$ cat config.mk
export PLATFORM = sky130hd
export DESIGN_NAME = imem_pipe_flat
export DESIGN_NICKNAME = d
export VERILOG_FILES = /design/src/rtl/imem_pipe_if.sv /design/src/rtl/imem_pipe.sv /design/src/flat_wrapper.sv
export SDC_FILE = /design/constraint.sdc
export NUM_CORES = 2
export LEC_CHECK = 0
export BUFFER_PORTS_ARGS = -buffer_cell sky130_fd_sc_hd__buf_2
export CORE_MARGIN = 4
export CORE_UTILIZATION = 50
export DETAILED_ROUTE_END_ITERATION = 7
export HOLD_SLACK_MARGIN = 0.02
export PLACE_DENSITY = 0.67
export RECOVER_POWER = 50
export SYNTH_ARGS = -nofsm -noshare
export SYNTH_HDL_FRONTEND = slang
export SYNTH_SLANG_ARGS = --single-unit
export TNS_END_PERCENT = 1
$ cat constraint.sdc
create_clock -name clk -period 5.7 [get_ports clk]
set_clock_uncertainty 0.1 [all_clocks]
set_input_delay 0 -clock clk [delete_from_list [all_inputs] [get_ports clk]]
set_output_delay 0 -clock clk [all_outputs]
set_load 0.03 [all_outputs]
$ cat src/rtl/imem_pipe_if.sv
// imem_pipe_if
//   Fetch bus between the pipeline front end and the instruction memory.
//   Carries a valid/ready request channel (byte address) and a valid/ready
//   response channel (instruction word plus address-fault flag).
//
//   Parameters
//     N     instruction word width
//     PC_W  fetch byte address width
//
//   Modports
//     master  fetch unit side: drives req_valid/req_addr/rsp_ready
//     slave   memory side:     drives req_ready/rsp_valid/rsp_instr/rsp_err
interface imem_pipe_if #(
    parameter int N    = 32,
    parameter int PC_W = 64
);
    logic            req_valid;
    logic            req_ready;
    logic [PC_W-1:0] req_addr;
    logic            rsp_valid;
    logic            rsp_ready;
    logic [N-1:0]    rsp_instr;
    logic            rsp_err;

    modport master (
        output req_valid, req_addr, rsp_ready,
        input  req_ready, rsp_valid, rsp_instr, rsp_err
    );

    modport slave (
        input  req_valid, req_addr, rsp_ready,
        output req_ready, rsp_valid, rsp_instr, rsp_err
    );
endinterface

$ cat src/rtl/imem_pipe.sv
// imem_pipe
//   Writable instruction memory for the pipelined ARM core. Synchronous read
//   with LAT pipeline stages between an accepted fetch request and its
//   response, valid/ready handshake on both sides, and a whole-pipeline
//   freeze whenever the response is offered but not taken.
//   A side write port loads program words at run time; the array itself is
//   never touched by reset, so a program loaded before a reset survives it.
//
//   Parameters
//     N      instruction word width (bits)
//     DEPTH  number of words, power of 2, >= 2
//     PC_W   fetch byte address width
//     LAT    read latency in cycles, 1..4
//
//   Ports
//     clk        rising-edge clock for all state
//     reset      asynchronous, active-high; clears the pipeline, not the array
//     bus        imem_pipe_if.slave fetch request/response channel
//     prog_we    program-load write strobe
//     prog_addr  word index to write
//     prog_data  word to write
//
//   Build option
//     IMEM_BOUNDS_EN  when defined, misaligned or out-of-range fetch addresses
//                     return rsp_err=1 with rsp_instr=0; when undefined the
//                     address wraps modulo DEPTH and rsp_err is always 0.
module imem_pipe #(
    parameter int N     = 32,
    parameter int DEPTH = 64,
    parameter int PC_W  = 64,
    parameter int LAT   = 1
) (
    input  logic                     clk,
    input  logic                     reset,
    imem_pipe_if.slave               bus,
    input  logic                     prog_we,
    input  logic [$clog2(DEPTH)-1:0] prog_addr,
    input  logic [N-1:0]             prog_data
);

    localparam int AW = $clog2(DEPTH);

    logic [N-1:0]   mem [DEPTH];

    logic [LAT-1:0] stage_valid;
    logic [N-1:0]   stage_instr [LAT];
    logic [LAT-1:0] stage_err;

    logic           stall;
    logic           accept;
    logic           fault;
    logic [AW-1:0]  rd_idx;
    logic [N-1:0]   rd_word;

    // A response sitting at the output that the consumer refuses freezes
    // every stage, bubbles included, so nothing can be overwritten or lost.
    // req_ready is deliberately independent of req_valid.
    assign stall         = bus.rsp_valid & ~bus.rsp_ready;
    assign bus.req_ready = ~stall;
    assign accept        = bus.req_valid & ~stall;

    assign rd_idx = bus.req_addr[2 +: AW];

`ifdef IMEM_BOUNDS_EN
    // Any set byte-offset bit or any address bit above the array range faults;
    // a faulting request carries a zero word instead of array data.
    assign fault   = (bus.req_addr[1:0] != 2'b00)
                   | (bus.req_addr[PC_W-1:2+AW] != '0);
    assign rd_word = fault ? '0 : mem[rd_idx];
`else
    // Without bounds checking the offset and upper bits are simply dropped.
    logic unused_addr_bits;
    assign unused_addr_bits = ^{bus.req_addr[1:0], bus.req_addr[PC_W-1:2+AW]};
    assign fault   = 1'b0;
    assign rd_word = mem[rd_idx];
`endif

    // Program-load port. Independent of the fetch pipeline and of reset.
    // Because stage 1 samples mem with the pre-edge value, a write and a read
    // of the same index in one cycle returns the old word.
    always_ff @(posedge clk) begin
        if (prog_we) begin
            mem[prog_addr] <= prog_data;
        end
    end

    // Read pipeline. Stage 0 captures the array word on accept (or a bubble
    // when nothing is accepted); later stages shift one per cycle. Stage data
    // is kept on a bubble so rsp_instr only moves when a stage actually shifts.
    always_ff @(posedge clk or posedge reset) begin
        if (reset) begin
            stage_valid <= '0;
            stage_err   <= '0;
            for (int k = 0; k < LAT; k++) begin
                stage_instr[k] <= '0;
            end
        end else if (!stall) begin
            stage_valid[0] <= accept;
            if (accept) begin
                stage_instr[0] <= rd_word;
                stage_err[0]   <= fault;
            end
            for (int k = 1; k < LAT; k++) begin
                stage_valid[k] <= stage_valid[k-1];
                stage_instr[k] <= stage_instr[k-1];
                stage_err[k]   <= stage_err[k-1];
            end
        end
    end

    // Outputs come straight from the last stage registers, so an async reset
    // clears them without waiting for a clock edge.
    assign bus.rsp_valid = stage_valid[LAT-1];
    assign bus.rsp_instr = stage_instr[LAT-1];
    assign bus.rsp_err   = stage_err[LAT-1];

endmodule

$ cat src/flat_wrapper.sv
// flat-port wrapper written by rule: the top's interface ports become plain ports
module imem_pipe_flat 
#(
    parameter int N     = 32,
    parameter int DEPTH = 64,
    parameter int PC_W  = 64,
    parameter int LAT   = 1
)
  (clk, reset, prog_we, prog_addr, prog_data, bus_req_valid, bus_req_addr, bus_rsp_ready, bus_req_ready, bus_rsp_valid, bus_rsp_instr, bus_rsp_err);
  imem_pipe_if #(.N(N), .PC_W(PC_W)) bus_i ();
  input  logic clk;
  input  logic reset;
  input  logic prog_we;
  input  logic [$clog2(DEPTH)-1:0] prog_addr;
  input  logic [N-1:0] prog_data;
  input wire logic [$bits(bus_i.req_valid)-1:0] bus_req_valid;
  input wire logic [$bits(bus_i.req_addr)-1:0] bus_req_addr;
  input wire logic [$bits(bus_i.rsp_ready)-1:0] bus_rsp_ready;
  output wire logic [$bits(bus_i.req_ready)-1:0] bus_req_ready;
  output wire logic [$bits(bus_i.rsp_valid)-1:0] bus_rsp_valid;
  output wire logic [$bits(bus_i.rsp_instr)-1:0] bus_rsp_instr;
  output wire logic [$bits(bus_i.rsp_err)-1:0] bus_rsp_err;
  assign bus_i.req_valid = bus_req_valid;
  assign bus_i.req_addr = bus_req_addr;
  assign bus_i.rsp_ready = bus_rsp_ready;
  assign bus_req_ready = bus_i.req_ready;
  assign bus_rsp_valid = bus_i.rsp_valid;
  assign bus_rsp_instr = bus_i.rsp_instr;
  assign bus_rsp_err = bus_i.rsp_err;
  imem_pipe #(.N(N), .DEPTH(DEPTH), .PC_W(PC_W), .LAT(LAT)) u_core (.clk(clk), .reset(reset), .bus(bus_i), .prog_we(prog_we), .prog_addr(prog_addr), .prog_data(prog_data));
endmodule
After elaboration in Yosys (flattened, before gate mapping) --
Memory sizes are Yosys's and may differ from the RTL's. A register that Yosys moved wholly into a read port is not among the register bits. Index checks and enable logic that the tools add are counted. W data, S select, Z words.
Word-level totals: bits in writable memories 2048, register bits 1, memories 1, output and inout port bits 35, logic and storage cells 9
Memory list:
- u_core.mem | words 64, width 32, rd ports 1, clocked after Yosys merged registers in 1, wr ports 1, line imem_pipe.sv:43 | logic [N-1:0] mem [DEPTH];
Cells by class: reductions and logical operators 1, bitwise operators 4, multiplexer cells 2
Operators by type and width (count):
- $and A1 B1 Y1 | 2
- $mux W1 | 2
- $not A1 Y1 | 2
- $reduce_and A2 Y1 | 1

Logic depth before layout (Yosys ltp) --
depth after elaboration 5, gate-level depth with buffers 11

Least setup slack after synthesis --
OpenSTA, ideal clock, no wires.
kind input to register, from in prog_addr[3], to mem u_core.mem[48][0], enable pin, path slack 2.440 ns, stages on the path 4, data required time 5.139 ns, arrival 2.699 ns, cells stage by stage clkbuf_1 nor2b_1 nand4b_1 nor3_1
RTL lines:
- start, declared | line flat_wrapper.sv:14 | input logic [$clog2(DEPTH)-1:0] prog_addr;
- end, declared | line imem_pipe.sv:43
No word-level cell before the write port.

Final worst setup path --
from in prog_data[27], to mem u_core.mem[10][27], data pin
RTL lines:
- start, declared | line flat_wrapper.sv:15 | input logic [N-1:0] prog_data;
No word-level cell before the write port.

==> run metrics <==
status finished with violations; failing checks max-capacitance violations, max-slew violations; Seq cells post-synth around 2,100; DR pass1 iterations 5; CTS root buf clkbuf_16; reg2reg setup slack between 3 and 4 ns; Int Power between 20 and 25 mW; Syn Area/Cell 21.38 µm²; RSZ-0062 raised after global routing false; FMAX around 0.32 GHz; Final Core Density approximately 57%; Sw Share about a fifth; Post-synth EDFFs just over 2,000; highest metal used met5; Slew headroom -134.9%; Final GP Congestion 0.7571; Setup crit end kind flip-flop; CP required between 5 and 6 ns; WL final ~190,000 µm; CTS tree built; Max Root-Sink Buffers 3; Min-Delay Startpoint prog_addr[0]; NetSw ~6.6 mW; routed via count between 30,000 and 40,000; R2R Path Start u_core.mem[55][24]; Worst-path clk slew approximately 0.06 ns; H-tree levels 4; final period utilization a little under three fifths; Power Dens Cells between 300 and 400 nW/µm²; hold depth 3; Clk network pwr share a little under 40%; fin crit period 3.162 ns; Final setup viols 0; Crit Path Category in -> reg; fillers 11,440; first-pass GRT wire length 274,900 µm; leakage about 29 nW; Syn. warnings 0; Flop pwr share 54.8%; largest net degree at the start of global routing approximately 110; share of layout cells above drive strength 1 between 20% and 30%; combinational fraction of design power under 10%; Post-DRT Antenna Nets 0; Max Cap Violations 37; number of remaining DRC errors 0; gr usage total 22.99%; Post-Syn Nets roughly 3,800; Metal-1 WL 75,580 µm; vias in the first global route 38,350; CP endpoint u_core.mem[10][27]; setup TNS 0 ns; # IOs about 140; Hold Vio Cnt, Final 0; total CTS buffers 198; area of the multi-input gates roughly 17,000 µm²; most common cell after layout, fill and taps aside edfxtp_1; post-CTS sizing 0; register area just over 60,000 µm²; Worst VDD drop between 0.2 and 0.3 mV; die height slightly above 400 µm; post-synthesis cell count 3,725; routed length on met3 15,360 µm; P&R area growth vs syn 12.70%; Final Max Tran Viols between 2,000 and 2,500; Core Area about 160,000 µm²; clock sink count 2,081; Tightest Pin Transition approximately 3.5 ns; WL/cell between 30 and 40 µm; Post-DP HPWL 97,880 µm; Initial Util 50.29%; startpoint types input port; postcts setup bufs 0; Syn Std Cell Area roughly 80,000 µm²; ys async rst share about 1.6%; Via density a little over 6; Worst Setup SP prog_data[27]; worst flop-to-flop path endpoint u_core.bus.rsp_instr[24]; crit-path max FO 64; Arrival @ worst endpoint 3.16 ns; port bufs between 80 and 90; Die Wd 407.1 µm; layout net count approximately 4,100; GRT overflow 0; worst skew pair latency slightly above 0.8 ns; R2R cell count 6; CTS hold repair buffers 44; 1st-iter DRT viols ~4,400; min-delay worst type in -> reg; met2 routed WL about 94,000 µm; die area approximately 170,000 µm²; most frequent cells in the layout edfxtp_1 (2,048), mux2i_1 (448), mux4_2 (320); FP Rows ~150; Synth cell types 35; Seq/Total Area, Yosys 78.25%; antenna violations before repair 11; leading register cell type out of synthesis edfxtp_1
## routing by layer
layer | global-route usage [%] | vias up
li1 | - | 16230
met1 | 31.36 | 20330
met2 | 37.23 | 1587
met3 | 4.916 | 288
met4 | 7.764 | 4
met5 | 0 | -
## metrics by stage
step	power, mW	std cells	hold slack [ns]	cell area (µm²)	setup WS, ns
final	31.16	6214	0.1370	89760	2.538
after global routing	32.12	6208	0.1434	89750	2.438
after CTS	31.31	6207	0.07394	89890	2.843
after detailed placement	19.07	5802	0.05345	83400	1.992
after global placement	19.04	5802	0.05301	83400	1.966
after floorplan	18.27	3725	-0.001131	79650	2.440
## final cells by class
| cell class | count | area share (%) |
|---|---|---|
| clock buffer | 269 | 5.967 |
| tap | 2072 | 2.888 |
| timing repair buffer | 274 | 2.230 |
| inverter | 1 | 0.004182 |
| antenna | 7 | 0.01951 |
| clock inverter | 92 | 0.7750 |
| multi-input combinational | 1418 | 18.68 |
| sequential | 2081 | 69.43 |
## sequential cells by signal, summed over array words and instances, names as in the netlist
| register | flops |
|---|---|
| u_core.bus.rsp_instr | 32 |
| u_core.bus.rsp_valid | 1 |
| u_core.mem | 2048 |
## cell usage after synthesis, drive strengths merged (33+ instances only)
| cell type | count | area share, % |
|---|---|---|
| a211oi | 64 | 0.60 |
| a22oi | 160 | 1.5 |
| buf | 134 | 0.92 |
| clkbuf | 91 | 0.43 |
| dfrtp | 33 | 1.0 |
| edfxtp | 2048 | 77 |
| mux2i | 448 | 5.6 |
| mux4 | 320 | 9.0 |
| nand3 | 38 | 0.24 |
| nor2 | 68 | 0.32 |
| nor2b | 39 | 0.31 |
## power groups by stage
stage | Combinational, mW | Sequential, mW | Clock (mW)
after floorplan | 0.868 | 17.4 | 0
after global placement | 1.69 | 17.3 | 0
after detailed placement | 1.72 | 17.4 | 0
after CTS | 1.74 | 17.0 | 12.5
after global routing | 1.81 | 17.1 | 13.2
final | 1.72 | 17.1 | 12.4
## critical path: stages
cell,delay (ns)
dlygate4sd3_1,0.52
buf_2,0.09
clkbuf_1,2.40
## cell families after synthesis
kind of cell,count (synthesis),share of synthesized area (%)
other,1,0.004708
buffers and inverters,226,1.351
AOI/OAI and AO/OA,448,4.223
muxes,800,15.13
DFF,2081,78.25
and+or+nand+nor,169,1.038
## how the worst min path moves through the flow
stage | to | slack (ns)
after floorplan | u_core.mem[0][0] | -0.001
after global placement | u_core.bus.rsp_valid | 0.05
after detailed placement | u_core.bus.rsp_instr[12] | 0.05
after CTS | u_core.mem[47][18] | 0.07
after global routing | u_core.mem[43][15] | 0.14
final | u_core.mem[43][15] | 0.14
Note: power is estimated with default switching activity, not from simulation.
